### src/rtl/atm_pkg.sv
// Shared definitions for the ATM keypad entry block.
// Holds the FSM state encoding, the keypad command codes and the
// credential field widths used by the interface, top and bench.
package atm_pkg;

    localparam int unsigned ACC_WIDTH = 12;
    localparam int unsigned PIN_WIDTH = 4;

    localparam logic [3:0] KEY_CLEAR  = 4'hA;
    localparam logic [3:0] KEY_ENTER  = 4'hB;
    localparam logic [3:0] KEY_CANCEL = 4'hC;

    typedef enum logic [2:0] {
        StIdle,
        StAccEntry,
        StPinEntry,
        StRequest,
        StWaitAuth,
        StSession,
        StLocked
    } state_e;

    function automatic logic is_digit(input logic [3:0] code);
        return code <= 4'd9;
    endfunction

endpackage

### src/rtl/atm_keypad_entry_if.sv
// Keypad / authentication bundle between the keypad front-end and its
// neighbours.
//   master : drives keypad strobes, auth result, session_end; observes credentials
//   slave  : the keypad entry block itself
interface atm_keypad_entry_if;
    import atm_pkg::*;

    logic                 key_valid;
    logic [3:0]           key_code;
    logic                 auth_done;
    logic                 auth_ok;
    logic                 session_end;
    logic [ACC_WIDTH-1:0] acc_number;
    logic [PIN_WIDTH-1:0] pin;
    logic                 req_valid;
    logic                 in_session;
    logic                 locked;
    logic                 entry_error;
    logic [3:0]           fail_count;

    modport master (
        output key_valid, key_code, auth_done, auth_ok, session_end,
        input  acc_number, pin, req_valid, in_session, locked, entry_error, fail_count
    );

    modport slave (
        input  key_valid, key_code, auth_done, auth_ok, session_end,
        output acc_number, pin, req_valid, in_session, locked, entry_error, fail_count
    );

endinterface

### src/rtl/atm_cycle_counter.sv
// Loadable down-counter with a terminal flag.
//   clk, rst_n  : clock, async active-low reset
//   load_i      : load load_val_i (has priority over en_i)
//   en_i        : decrement while non-zero
//   done_o      : count has reached zero
module atm_cycle_counter #(
    parameter int unsigned Width = 16
) (
    input  logic             clk,
    input  logic             rst_n,
    input  logic             load_i,
    input  logic             en_i,
    input  logic [Width-1:0] load_val_i,
    output logic             done_o
);

    logic [Width-1:0] cnt_q, cnt_d;

    always_comb begin
        cnt_d = cnt_q;
        if (load_i) begin
            cnt_d = load_val_i;
        end else if (en_i && (cnt_q != '0)) begin
            cnt_d = cnt_q - 1'b1;
        end
    end

    always_ff @(posedge clk or negedge rst_n) begin
        if (!rst_n) cnt_q <= '0;
        else        cnt_q <= cnt_d;
    end

    assign done_o = (cnt_q == '0);

endmodule

### src/rtl/atm_keypad_entry.sv
// ATM keypad front-end: assembles a decimal account number and a one-digit
// PIN, issues one authentication request per attempt, tracks consecutive
// failures and locks the keypad for LOCKOUT_CYCLES after MAX_TRIES of them.
//   clk, rst_n : clock, async active-low reset
//   bus        : keypad/auth bundle (slave side)
// Optional build macro ATM_KEY_TIMEOUT_EN: abandons an entry after
// TIMEOUT_CYCLES without a key press.
module atm_keypad_entry
    import atm_pkg::*;
#(
    parameter int unsigned ACC_DIGITS     = 4,
    parameter int unsigned MAX_TRIES      = 3,
    parameter int unsigned LOCKOUT_CYCLES = 1024,
    parameter int unsigned TIMEOUT_CYCLES = 4096
) (
    input logic                clk,
    input logic                rst_n,
    atm_keypad_entry_if.slave  bus
);

    localparam int unsigned CntMax =
        (LOCKOUT_CYCLES > TIMEOUT_CYCLES) ? LOCKOUT_CYCLES : TIMEOUT_CYCLES;
    localparam int unsigned CntW = $clog2(CntMax + 1);

    state_e      state_q, state_d;
    // 14 bits so a 4-digit entry above 4095 is still detectable at ENTER.
    logic [13:0] acc_q, acc_d;
    logic [3:0]  pin_q, pin_d;
    logic [2:0]  digit_cnt_q, digit_cnt_d;
    logic        pin_held_q, pin_held_d;
    logic [3:0]  fail_q, fail_d;
    logic        err_q, err_d;

    logic            cnt_load, cnt_en, cnt_done;
    logic [CntW-1:0] cnt_val;

    logic        key_digit;
    logic [13:0] acc_mac;
    logic [3:0]  fail_inc;

    assign key_digit = bus.key_valid && is_digit(bus.key_code);
    assign acc_mac   = (acc_q * 14'd10) + {10'd0, bus.key_code};
    assign fail_inc  = fail_q + 4'd1;

    always_comb begin
        state_d     = state_q;
        acc_d       = acc_q;
        pin_d       = pin_q;
        digit_cnt_d = digit_cnt_q;
        pin_held_d  = pin_held_q;
        fail_d      = fail_q;
        err_d       = 1'b0;

        unique case (state_q)
            StIdle: begin
                if (key_digit) begin
                    acc_d       = {10'd0, bus.key_code};
                    digit_cnt_d = 3'd1;
                    state_d     = StAccEntry;
                end
            end
            StAccEntry: begin
                if (key_digit) begin
                    if (digit_cnt_q < 3'(ACC_DIGITS)) begin
                        acc_d       = acc_mac;
                        digit_cnt_d = digit_cnt_q + 3'd1;
                    end
                end else if (bus.key_valid) begin
                    if (bus.key_code == KEY_ENTER) begin
                        if (digit_cnt_q != 3'(ACC_DIGITS)) begin
                            err_d = 1'b1;
                        end else if (acc_q > 14'd4095) begin
                            err_d       = 1'b1;
                            acc_d       = '0;
                            digit_cnt_d = '0;
                            state_d     = StIdle;
                        end else begin
                            pin_d      = '0;
                            pin_held_d = 1'b0;
                            state_d    = StPinEntry;
                        end
                    end else if (bus.key_code == KEY_CLEAR) begin
                        acc_d       = '0;
                        digit_cnt_d = '0;
                    end else if (bus.key_code == KEY_CANCEL) begin
                        acc_d       = '0;
                        digit_cnt_d = '0;
                        state_d     = StIdle;
                    end
                end
            end
            StPinEntry: begin
                if (key_digit) begin
                    pin_d      = bus.key_code;
                    pin_held_d = 1'b1;
                end else if (bus.key_valid) begin
                    if (bus.key_code == KEY_ENTER) begin
                        if (pin_held_q) state_d = StRequest;
                        else            err_d   = 1'b1;
                    end else if (bus.key_code == KEY_CLEAR) begin
                        pin_d      = '0;
                        pin_held_d = 1'b0;
                    end else if (bus.key_code == KEY_CANCEL) begin
                        acc_d       = '0;
                        pin_d       = '0;
                        digit_cnt_d = '0;
                        pin_held_d  = 1'b0;
                        state_d     = StIdle;
                    end
                end
            end
            StRequest: begin
                state_d = StWaitAuth;
            end
            StWaitAuth: begin
                if (bus.auth_done) begin
                    if (bus.auth_ok) begin
                        fail_d  = '0;
                        state_d = StSession;
                    end else begin
                        fail_d = fail_inc;
                        if (fail_inc == 4'(MAX_TRIES)) begin
                            state_d = StLocked;
                        end else begin
                            pin_d      = '0;
                            pin_held_d = 1'b0;
                            state_d    = StPinEntry;
                        end
                    end
                end
            end
            StSession: begin
                if (bus.session_end) begin
                    acc_d       = '0;
                    pin_d       = '0;
                    digit_cnt_d = '0;
                    pin_held_d  = 1'b0;
                    state_d     = StIdle;
                end
            end
            StLocked: begin
                if (cnt_done) begin
                    fail_d      = '0;
                    acc_d       = '0;
                    pin_d       = '0;
                    digit_cnt_d = '0;
                    pin_held_d  = 1'b0;
                    state_d     = StIdle;
                end
            end
            default: state_d = StIdle;
        endcase

`ifdef ATM_KEY_TIMEOUT_EN
        if ((state_q == StAccEntry || state_q == StPinEntry) && !bus.key_valid && cnt_done) begin
            err_d       = 1'b1;
            acc_d       = '0;
            pin_d       = '0;
            digit_cnt_d = '0;
            pin_held_d  = 1'b0;
            state_d     = StIdle;
        end
`endif
    end

    // The counter is reloaded on every state change so it always starts fresh
    // for whichever state is being entered.
    always_comb begin
        cnt_load = (state_d != state_q);
        cnt_val  = CntW'(LOCKOUT_CYCLES - 1);
        cnt_en   = (state_q == StLocked);
`ifdef ATM_KEY_TIMEOUT_EN
        if (state_d != StLocked) cnt_val = CntW'(TIMEOUT_CYCLES - 1);
        if (bus.key_valid && (state_q == StAccEntry || state_q == StPinEntry)) cnt_load = 1'b1;
        if (state_q == StAccEntry || state_q == StPinEntry) cnt_en = 1'b1;
`endif
    end

    atm_cycle_counter #(
        .Width(CntW)
    ) u_cycle_counter (
        .clk        (clk),
        .rst_n      (rst_n),
        .load_i     (cnt_load),
        .en_i       (cnt_en),
        .load_val_i (cnt_val),
        .done_o     (cnt_done)
    );

    always_ff @(posedge clk or negedge rst_n) begin
        if (!rst_n) begin
            state_q     <= StIdle;
            acc_q       <= '0;
            pin_q       <= '0;
            digit_cnt_q <= '0;
            pin_held_q  <= 1'b0;
            fail_q      <= '0;
            err_q       <= 1'b0;
        end else begin
            state_q     <= state_d;
            acc_q       <= acc_d;
            pin_q       <= pin_d;
            digit_cnt_q <= digit_cnt_d;
            pin_held_q  <= pin_held_d;
            fail_q      <= fail_d;
            err_q       <= err_d;
        end
    end

    assign bus.acc_number  = acc_q[ACC_WIDTH-1:0];
    assign bus.pin         = pin_q;
    assign bus.req_valid   = (state_q == StRequest);
    assign bus.in_session  = (state_q == StSession);
    assign bus.locked      = (state_q == StLocked);
    assign bus.entry_error = err_q;
    assign bus.fail_count  = fail_q;

endmodule

### src/flat_wrapper.sv
// flat-port wrapper written by rule: the top's interface ports become plain ports
module atm_keypad_entry_flat import atm_pkg::*;
#(
    parameter int unsigned ACC_DIGITS     = 4,
    parameter int unsigned MAX_TRIES      = 3,
    parameter int unsigned LOCKOUT_CYCLES = 1024,
    parameter int unsigned TIMEOUT_CYCLES = 4096
)
  (clk, rst_n, bus_key_valid, bus_key_code, bus_auth_done, bus_auth_ok, bus_session_end, bus_acc_number, bus_pin, bus_req_valid, bus_in_session, bus_locked, bus_entry_error, bus_fail_count);
  atm_keypad_entry_if bus_i ();
  input logic clk;
  input logic rst_n;
  input wire logic [$bits(bus_i.key_valid)-1:0] bus_key_valid;
  input wire logic [$bits(bus_i.key_code)-1:0] bus_key_code;
  input wire logic [$bits(bus_i.auth_done)-1:0] bus_auth_done;
  input wire logic [$bits(bus_i.auth_ok)-1:0] bus_auth_ok;
  input wire logic [$bits(bus_i.session_end)-1:0] bus_session_end;
  output wire logic [$bits(bus_i.acc_number)-1:0] bus_acc_number;
  output wire logic [$bits(bus_i.pin)-1:0] bus_pin;
  output wire logic [$bits(bus_i.req_valid)-1:0] bus_req_valid;
  output wire logic [$bits(bus_i.in_session)-1:0] bus_in_session;
  output wire logic [$bits(bus_i.locked)-1:0] bus_locked;
  output wire logic [$bits(bus_i.entry_error)-1:0] bus_entry_error;
  output wire logic [$bits(bus_i.fail_count)-1:0] bus_fail_count;
  assign bus_i.key_valid = bus_key_valid;
  assign bus_i.key_code = bus_key_code;
  assign bus_i.auth_done = bus_auth_done;
  assign bus_i.auth_ok = bus_auth_ok;
  assign bus_i.session_end = bus_session_end;
  assign bus_acc_number = bus_i.acc_number;
  assign bus_pin = bus_i.pin;
  assign bus_req_valid = bus_i.req_valid;
  assign bus_in_session = bus_i.in_session;
  assign bus_locked = bus_i.locked;
  assign bus_entry_error = bus_i.entry_error;
  assign bus_fail_count = bus_i.fail_count;
  atm_keypad_entry #(.ACC_DIGITS(ACC_DIGITS), .MAX_TRIES(MAX_TRIES), .LOCKOUT_CYCLES(LOCKOUT_CYCLES), .TIMEOUT_CYCLES(TIMEOUT_CYCLES)) u_core (.clk(clk), .rst_n(rst_n), .bus(bus_i));
endmodule
### config.mk
export PLATFORM = sky130hd
export DESIGN_NAME = atm_keypad_entry_flat
export DESIGN_NICKNAME = d
export VERILOG_FILES = /design/src/rtl/atm_pkg.sv /design/src/rtl/atm_keypad_entry_if.sv /design/src/rtl/atm_cycle_counter.sv /design/src/rtl/atm_keypad_entry.sv /design/src/flat_wrapper.sv
export SDC_FILE = /design/constraint.sdc
export NUM_CORES = 1
export LEC_CHECK = 0
export ABC_AREA = 1
export BUFFER_PORTS_ARGS = -buffer_cell sky130_fd_sc_hd__buf_2
export CAP_MARGIN = 20
export CORE_MARGIN = 2
export CORE_UTILIZATION = 45
export CTS_BUF_LIST = sky130_fd_sc_hd__clkbuf_2
export CTS_CLUSTER_DIAMETER = 120
export CTS_CLUSTER_SIZE = 30
export DETAILED_ROUTE_END_ITERATION = 6
export PLACE_DENSITY = 0.67
export SLEW_MARGIN = 20
export SYNTH_ARGS = -nofsm -noshare
export SYNTH_HDL_FRONTEND = slang
export SYNTH_SLANG_ARGS = --single-unit
export TNS_END_PERCENT = 5
### constraint.sdc
create_clock -name clk -period 3.7 [get_ports clk]
set_clock_uncertainty 0.15 [all_clocks]
set_input_delay 0.925 -clock clk [delete_from_list [all_inputs] [get_ports clk]]
set_output_delay 0.925 -clock clk [all_outputs]
set_load 0.02 [all_outputs]
* After elaboration in Yosys (flattened, before gate mapping)
Index checks and enable logic that the tools add are counted.
** Word-level totals
- Bits in registers :: 43
- Memories kept :: 0
- ROM bits :: 0
- Latch bits :: 0
- Word-level logic and storage cells :: 159
- RAM bits :: 0
** Operators by class
- $mul :: 1
- $lt $le $gt $ge :: 3
- $add $sub $neg :: 4
- Mux-type cells :: 97
- Reductions and logical operators :: 12
- Divide/modulo/power cells :: 0
- Equality and inequality tests :: 34
- Shifts and indexed selects :: 0
- Bitwise logic cells :: 0
** Operators by type and width (count)
- 2-to-1 mux 14 bit :: 15
- 2-to-1 mux 3 bit :: 31
- case mux 14 bit (5 select lines) :: 1
- 2-to-1 mux 4 bit :: 17
- 2-to-1 mux 13 bit :: 2
- 2-to-1 mux 1 bit :: 24
- != test 2 bit, second input constant :: 12
- case mux 3 bit (7 select lines) :: 1
- case mux 4 bit (5 select lines) :: 1
- case mux 3 bit (5 select lines) :: 1
- adder 14 x 4 -> 14 bit :: 1
- > comparator 14 x 12 -> 1 bit, second input constant :: 1
- multiplier 14 x 3 -> 13 bit, second input constant :: 1
- AND reduction 14 bit :: 1
- zero test 13 bit :: 1
- nonzero test 13 bit :: 1
- subtractor 13 x 1 -> 13 bit, second input constant :: 1
- equality test 4 bit, second input constant :: 3
- AND reduction 12 bit :: 1
- nonzero test 5 bit :: 2
- equality test 3 bit, second input constant :: 3
- != test 3 x 2 -> 1 bit, second input constant :: 3
- != test 4 x 3 -> 1 bit, second input constant :: 2
- case mux 4 bit (2 select lines) :: 1
- other kinds (18) :: 24

* Depth between registers and ports, before layout
Gate-level depths: netlist of the first run.
- Depth after elaboration :: 9
- Depth in mapped cells :: 16
- Depth with buffers taken out :: 16

* Hierarchy
Synthesis of the first run repeated with hierarchy kept, for this count alone.
** Unflattened totals
- Cell total of the unflattened synthesis :: 594
- Area total of the unflattened synthesis :: 3981.3 um^2
** Modules (own cells, without submodules)
- atm_keypad_entry :: cells each 442, instances 1, area an instance 2970.3 um^2, sequential area each 750.7 um^2
- atm_cycle_counter :: cells each 152, instances 1, area an instance 1011.0 um^2, sequential area each 325.3 um^2

* Worst setup path before layout of the first run
No wires, ideal clock.
- Path kind :: register -> register
- Start point :: reg u_core.acc_q[1]
- End point :: reg u_core.acc_q[13]
- Cell stages (with the launch flop) :: 15
- Setup slack :: 1.061 ns
- Setup time :: 0.116 ns
- Buffers on the path :: 0
- Data arrival time :: 2.373 ns
- Data required time :: 3.434 ns
- Cell sequence :: dfrtp_1 > ha_1 > ha_1 > fa_1 > xnor2_1 > nor2_1 > nand2_1 > nor2_1 > nand2_1 > nor2_2 > nand4_1 > nand3_1 > nand2_1 > nand2_1 > nand2_1
** Between the ends
- Cells in the longest elaborated chain, start to end :: 5
** RTL lines
- from (decl) :: RTL line atm_keypad_entry.sv:27 : logic [13:0] acc_q, acc_d;
- from (signal assigned) :: RTL line atm_keypad_entry.sv:193 : acc_q <= '0;
- from (signal assigned) :: RTL line atm_keypad_entry.sv:201 : acc_q <= acc_d;
- multiplier 14 x 3 -> 13 bit :: RTL line atm_keypad_entry.sv:42 : assign acc_mac = (acc_q * 14'd10) + {10'd0, bus.key_code};
- adder 14 x 4 -> 14 bit :: RTL line atm_keypad_entry.sv:42
- 2-to-1 mux 14 bit :: RTL line atm_keypad_entry.sv:64 : if (digit_cnt_q < 3'(ACC_DIGITS)) begin
- 2-to-1 mux 14 bit :: RTL line atm_keypad_entry.sv:63 : if (key_digit) begin
- case mux 14 bit (5 select lines) :: RTL line atm_keypad_entry.sv:54 : unique case (state_q)
Several ways; a longest one is shown, not always the timed one. The select of a mux whose other input is x is not followed.
A chain may end at the register's enable or synchronous reset.

* Final worst setup path of the first run
- Start point :: reg u_core.acc_q[3]
- End point :: reg u_core.acc_q[13]
The elaborated chain is that of the path after synthesis.

==> results of run 1 <==
[layer usage]
metal,global-route usage [%],vias up
met5,0,-
met4,5.88,0
met3,2.34,12
li1,-,1698
met2,32.7,58
met1,26.8,1533
[synth_stat cells, drive strengths merged (2+ instances only)]
library cell	count
xnor2	5
dfrtp	43
buf	18
nand3b	5
nor2	50
o21ai	41
nand2	146
a21oi	12
xor2	5
a22oi	4
inv	67
ha	31
nand3	40
nand4	17
o22ai	5
nor3	9
fa	2
[worst max-delay path by stage]
stage               startpoint                to
2_1_floorplan  u_core.acc_q[1]  u_core.acc_q[13]
4_1_cts        u_core.acc_q[1]  u_core.acc_q[13]
6_report       u_core.acc_q[3]  u_core.acc_q[13]
3_3_place_gp   bus_key_code[1]  u_core.acc_q[13]
5_1_grt        u_core.acc_q[1]  u_core.acc_q[13]
3_5_place_dp   bus_key_code[1]  u_core.acc_q[13]
[final cells by class]
| class | count | share of cell area (%) |
|---|---|---|
| clock buffers | 5 | 0.657 |
| inverters | 68 | 6.74 |
| well taps | 102 | 3.35 |
| clock inverters | 3 | 0.657 |
| flip-flops and latches | 43 | 28.3 |
| multi-input cells | 381 | 56.0 |
| repair buffers | 33 | 4.34 |
[stage by stage]
step / hold WS (ns) / cells / setup slack [ns] / power, mW
floorplan: 0.315 / 511 / 1.06 / 1.63
global placement: 0.334 / 627 / 0.793 / 1.83
detailed placement: 0.352 / 627 / 0.762 / 1.85
CTS: 0.404 / 635 / 0.769 / 2.08
global route: 0.433 / 635 / 0.494 / 2.27
finish: 0.405 / 635 / 0.767 / 2.07
[cells by family after synthesis]
kind of cell	synth area share, %
flops	29.9
xor+xnor	2.43
fa+ha+maj	11.9
compound gates	10.4
simple gates	34.1
buf+inv	10.9
mux	0.313
[critical path, delay by kind of cell (launching register included)]
kind                       cells  cell delay, ns
and+or+nand+nor               11            1.03
xor gates and xnor gates       1            0.20
adders and majority gates      3            1.01
DFF                            1            0.50
[state kept, by name, indices dropped and copies added (netlist names)]
name                          count
u_core.bus.pin                    4
u_core.state_q                    3
u_core.bus.entry_error            1
u_core.bus.fail_count             4
u_core.digit_cnt_q                3
u_core.pin_held_q                 1
u_core.acc_q                     14
u_core.u_cycle_counter.cnt_q     13
[power groups by stage]
stage | clock network (mW) | logic (mW) | registers [mW]
6_report | 0.223 | 1.22 | 0.631
5_1_grt | 0.250 | 1.38 | 0.643
4_1_cts | 0.231 | 1.22 | 0.630
3_5_place_dp | 0 | 1.21 | 0.639
3_3_place_gp | 0 | 1.19 | 0.636
2_1_floorplan | 0 | 0.998 | 0.632
==> impl_results.md, run 1 <==
- Leak: 2.02 nW
- First-pass GRT wire length: 13900 um
- Die Span Y: 93.4 um
- Gate power share: 58.8%
- Pin count of the biggest net entering global routing: 44
- Psw: 1.11 mW
- Leading post-synthesis cells by cell area: dfrtp_1, nand2_1, ha_1, inv_1, nand3_1
- Max-Cap Viols: 0
- Switching Share: 53.5%
- CTS Sinks: 43
- Met2 Wirelength: 3810 um
- Unique masters post-synth: 37
- CP Cell Sequence: ha_1, ha_1, fa_1, xnor2_1, nor2_1, nand2_1, nor2_1, nand2_1, nor2_2, nand3_1, nand2_1, nand3_1, nand2_1, nand2_1, nand2_1
- Hold Crit Start: u_core.acc_q[13]
- Crit start category: flop
- Ys flop type: dfrtp_1
- Share of cells above drive strength 1: 14.1%
- Clock transition at the registers of the reported paths: 0.26 ns
- Endpoints failing hold: 0
- Most frequent cells in the layout: nand2_1, inv_1, dfrtp_1, nor2_1, nand3_1
- First-pass DRT Iterations: 4
- Filler Cell Count: 788
- Core ar.: 7730 um2
- VDD IR max: 0.303 mV
- DR iter-0 viols: 209
- Vias in the first global route: 3090
- Syn Nets: 554
- Post-DP HPWL: 6270 um
- Met3 WL: 245 um
- Number of max-slew violations in the final report: 0
- Cell Rows: 32
- Synth Instances: 511
- Crit-path max cell delay: 0.50 ns
- Routed len/inst: 12.7 um
- Crit-path max FO: 4
- Worst hold path class: reg -> reg
- Critical-path top delay cell: dfrtp_1
- Vias/cell: 5.20
- CP endpoint kind: flop
- Final cycle utilization of the critical path: 79.3%
- TritonCTS clock tree: done
- IO Port Bufs: 33
- Hold Path Depth: 2
- Critical path class: reg -> reg
- Most common cell after layout, fill and taps aside: nand2_1
- Design Area, Final: 3810 um2
- Final Setup Violations: 0
- Vias: 3301
- R2R Setup Slk: 0.77 ns
- Global route total overflow: 0
- Hold buffers post-CTS: 0
- Status: finished, final reports clean
- GPL Wtd Cong: 0.879
- Asr flop ratio synth: 100%
- CTS Buffer Depth: 2
- Worst EP required: 3.93 ns
- DRC: 0
- Register area share after synthesis: 29.9%
- DR top layer: met4
- ANT cells: 0
- Die X: 93.4 um
- Min Tclk post-route: 2.93 ns
- Initial Utilization: 46.6%
- Power share of the clock group: 10.7%
- Sequential cell area: 1080 um2
- Io pins: 34
- Post CTS Setup Buffer Count: 0
- CTS resizes: 0
- Slew HR: 36.0%
- RSZ-0062 raised after global routing: false
- CTS buffer count: 5
- Worst r2r src: u_core.acc_q[3]
- Total wire length: 8050 um
- Post-synth EDFFs: 0
- Root buffer cell: clkbuf_2
- CP most frequent cell: nand2_1
- Cell-internal power: 963 uW
- Syn-to-layout area delta: 5.77%
- Yosys top cell area share: 29.9%
- WP data arrival: 3.16 ns
- Synth Register Bits: 43
- Pwr/cell area: 545 nW/um2
- Antenna Nets Post-Route: 0
- Dpl cell area: 3760 um2
- Multi-input logic area: 2130 um2
- Layout net count: 575
- Worst-case reg-to-reg path depth: 15
- Post-layout util: 49.3%
- Clock H-tree levels: 2
- Antenna violations before repair: 0
- Setup TNS Final: 0 ns
- WL met1: 3870 um
- Seq pwr share: 30.4%
- Clk_lat worst skew: 0.43 ns
- Max Freq: 341 MHz
- Gr usage total: 19.7%
- Worst R2R End: u_core.acc_q[13]
- Die ar.: 8730 um2
- Worst-Margin Slew: 0.960 ns
- Avg Synthesized Cell Area: 7.04 um2
- Synth area leader: dfrtp_1
- Yosys warns: 0
- Post-Syn Area: 3600 um2
- Worst Hold End: u_core.acc_q[13]
Note: power is estimated with default switching activity, not from simulation.
==> run 2: changes to the inputs <==
--- a/config.mk
+++ b/config.mk
@@ -14,7 +14,7 @@
 export CTS_CLUSTER_DIAMETER = 120
 export CTS_CLUSTER_SIZE = 30
 export DETAILED_ROUTE_END_ITERATION = 6
-export PLACE_DENSITY = 0.67
+export PLACE_DENSITY = 0.7
 export SLEW_MARGIN = 20
 export SYNTH_ARGS = -nofsm -noshare
 export SYNTH_HDL_FRONTEND = slang
==> constraint.sdc (replaced) <==
create_clock -name clk -period 2.6 [get_ports clk]
set_clock_uncertainty 0.15 [all_clocks]
set_input_delay 0.65 -clock clk [delete_from_list [all_inputs] [get_ports clk]]
set_output_delay 0.65 -clock clk [all_outputs]
set_load 0.02 [all_outputs]
==> run 2 against run 1 <==
  * The flow now finishes with violations (negative setup slack)
  * Fmax is 10% higher
  * Final area is 9.7% higher
  * Worst setup slack got worse by 0.83 ns
  * Combinational power increased by 83%
  * Cell count is 4.9% higher
  * Highest routed layer unchanged
==> impl_results.md, run 2 (synthesis gave the netlist of run 1 again) <==
- Worst R2R End: u_core.acc_q[13]
- CTS Buffer Depth: 2
- GPL Wtd Cong: 0.877
- CP endpoint kind: flop
- CTS Sinks: 43
- Placed insts: 651
- Status: finished with violations
- CP endpoint: u_core.acc_q[13]
- Biggest regs: u_core.acc_q x14, u_core.u_cycle_counter.cnt_q x13
- Filler Cell Count: 754
- Layout net count: 606
- Vias: 3441
- Worst hold path class: in -> async
- Io pins: 34
- Final WS setup: -0.0655 ns
- Number of flip-flops in the largest register: 14
- Antenna violations before repair: 0
- Pin count of the biggest net entering global routing: 44
- TritonCTS clock tree: done
- Gr usage total: 20.4%
- Syn-to-layout area delta: 16.0%
- Most flop-heavy register: u_core.acc_q
- Pwr/cell area: 840 nW/um2
- Dpl cell area: 3960 um2
- Worst-Margin Slew: 0.560 ns
- CTS buffer count: 5
- Crit-path max FO: 4
- ANT cells: 0
- Initial Utilization: 46.6%
- Vias/cell: 5.17
- IO Port Bufs: 33
- Power Total: 3.51 mW
- Clk_lat worst skew: 0.43 ns
- Die Span Y: 93.4 um
- Die X: 93.4 um
- Multi-input logic area: 2230 um2
- Routed len/inst: 12.7 um
- Number of max-slew violations in the final report: 0
- Clock H-tree levels: 2
- Non-Filler Instances: 666
- Setup TNS Final: -0.114 ns
- Share of cells above drive strength 1: 22.7%
- Root buffer cell: clkbuf_2
- Antenna Nets Post-Route: 0
- Critical path class: reg -> reg
- Slew HR: 62.7%
- Max Freq: 375 MHz
- DRC: 0
- Cell Rows: 32
- Clock transition at the registers of the reported paths: 0.24 ns
- First-pass GRT wire length: 14600 um
- Final cycle utilization of the critical path: 103%
- Most common cell after layout, fill and taps aside: nand2_1
- Failing checks: negative setup slack
- Max-Cap Viols: 0
- Min Tclk post-route: 2.67 ns
- Global route total overflow: 0
- Worst r2r src: u_core.acc_q[3]
- Worst EP required: 2.84 ns
- First-pass DRT Iterations: 4
- CP startpoint: u_core.acc_q[3]
- Sequential cell area: 1080 um2
- WP data arrival: 2.90 ns
- Die ar.: 8730 um2
- Design Area, Final: 4170 um2
- Vias in the first global route: 3337
- DR iter-0 viols: 161
- Crit start category: flop
- VDD IR max: 0.808 mV
- Core ar.: 7730 um2
- R2R Setup Slk: -0.07 ns
- Final worst hold slack: 0.100 ns
- Post-DP HPWL: 6480 um
- RSZ-0062 raised after global routing: true
- Endpoints failing hold: 0
- Leak: 2.20 nW
- Worst-case reg-to-reg path depth: 15
- Final Setup Violations: 3
- Most frequent cells in the layout: nand2_1, inv_1, dfrtp_1, nor2_1
- Total wire length: 8480 um
[run 2: cell count changes in the layout (fill, tap and decap cells not counted), moves of 4 or more]
| cell | previous run | this run |
|---|---|---|
| buf_4 | 0 | 30 |
| nand2_1 | 138 | 134 |
| nand3_1 | 37 | 33 |
| nand2_2 | 8 | 12 |
| dfrtp_1 | 43 | 39 |
| nand3_2 | 3 | 7 |
| dfrtp_2 | 0 | 4 |
[run 2: through the flow]
stage / setup WS, ns / util, %
6_report: -0.0655 / 54.0
5_1_grt: -0.242 / 54.0
4_1_cts: -0.0373 / 52.6
3_5_place_dp: -0.119 / 51.2
3_3_place_gp: -0.0323 / 51.2
2_1_floorplan: -0.0200 / -
[run 2: power breakdown]
group	switching, mW	internal (mW)	total (mW)	leakage (nW)
sequential	0.0985	0.771	0.870	0.529
clock	0.246	0.163	0.409	0.0429
combinational	1.37	0.860	2.23	1.63
total	1.71	1.79	3.51	2.20
[run 2: cell type report]
type	instances	share of cell area [%]
Clock buffer	5	0.600
Clock inverter	3	1.05
Inverter	68	6.15
Multi-Input combinational cell	381	53.4
Sequential cell	43	25.9
Tap cell	102	3.06
Timing Repair Buffer	64	9.83
[run 2: worst max-delay path, cell delays in order, from the launching register on]
cell and delay (ns):
dfrtp_1 0.47, ha_4 0.26, ha_4 0.16, fa_2 0.56, nand3_2 0.08, nor2_2 0.12
nand2_1 0.07, nor2_2 0.14, nand2_2 0.09, nor2_4 0.15, nand3_2 0.07, nand2_1 0.06
nand3_1 0.07, nand2_1 0.07, nand2_1 0.04, nand2_1 0.06
[run 2: worst min-delay path by stage]
stage	startpoint	to	slack [ns]	cells after the start
finish	rst_n	u_core.bus.pin[3]	0.10	2
detailed placement	u_core.acc_q[13]	u_core.acc_q[13]	0.35	2
global placement	u_core.u_cycle_counter.cnt_q[0]	u_core.u_cycle_counter.cnt_q[0]	0.34	2
CTS	rst_n	u_core.bus.pin[3]	0.11	2
global route	rst_n	u_core.bus.pin[3]	0.12	2
floorplan	rst_n	u_core.acc_q[0]	0.20	0
[run 2: metal layers]
metal | wire length (um) | vias up | part of all wire [%] | track usage, %
met3 | 277 | 6 | 3.3 | 2.42
met1 | 4050 | 1607 | 48 | 27.4
met5 | 0 | - | 0 | 0
met2 | 4070 | 67 | 48 | 34.8
met4 | 88 | 0 | 1.0 | 5.51
li1 | - | 1761 | - | -
[run 2: timing repair]
| action | in CTS | in global routing |
|---|---|---|
| pin swaps | 5 | 6 |
| setup endpoints to repair | 4 | 25 |
| resized for setup | 5 | 21 |
| setup buffers | 2 | 5 |
| hold buffers | 0 | 0 |
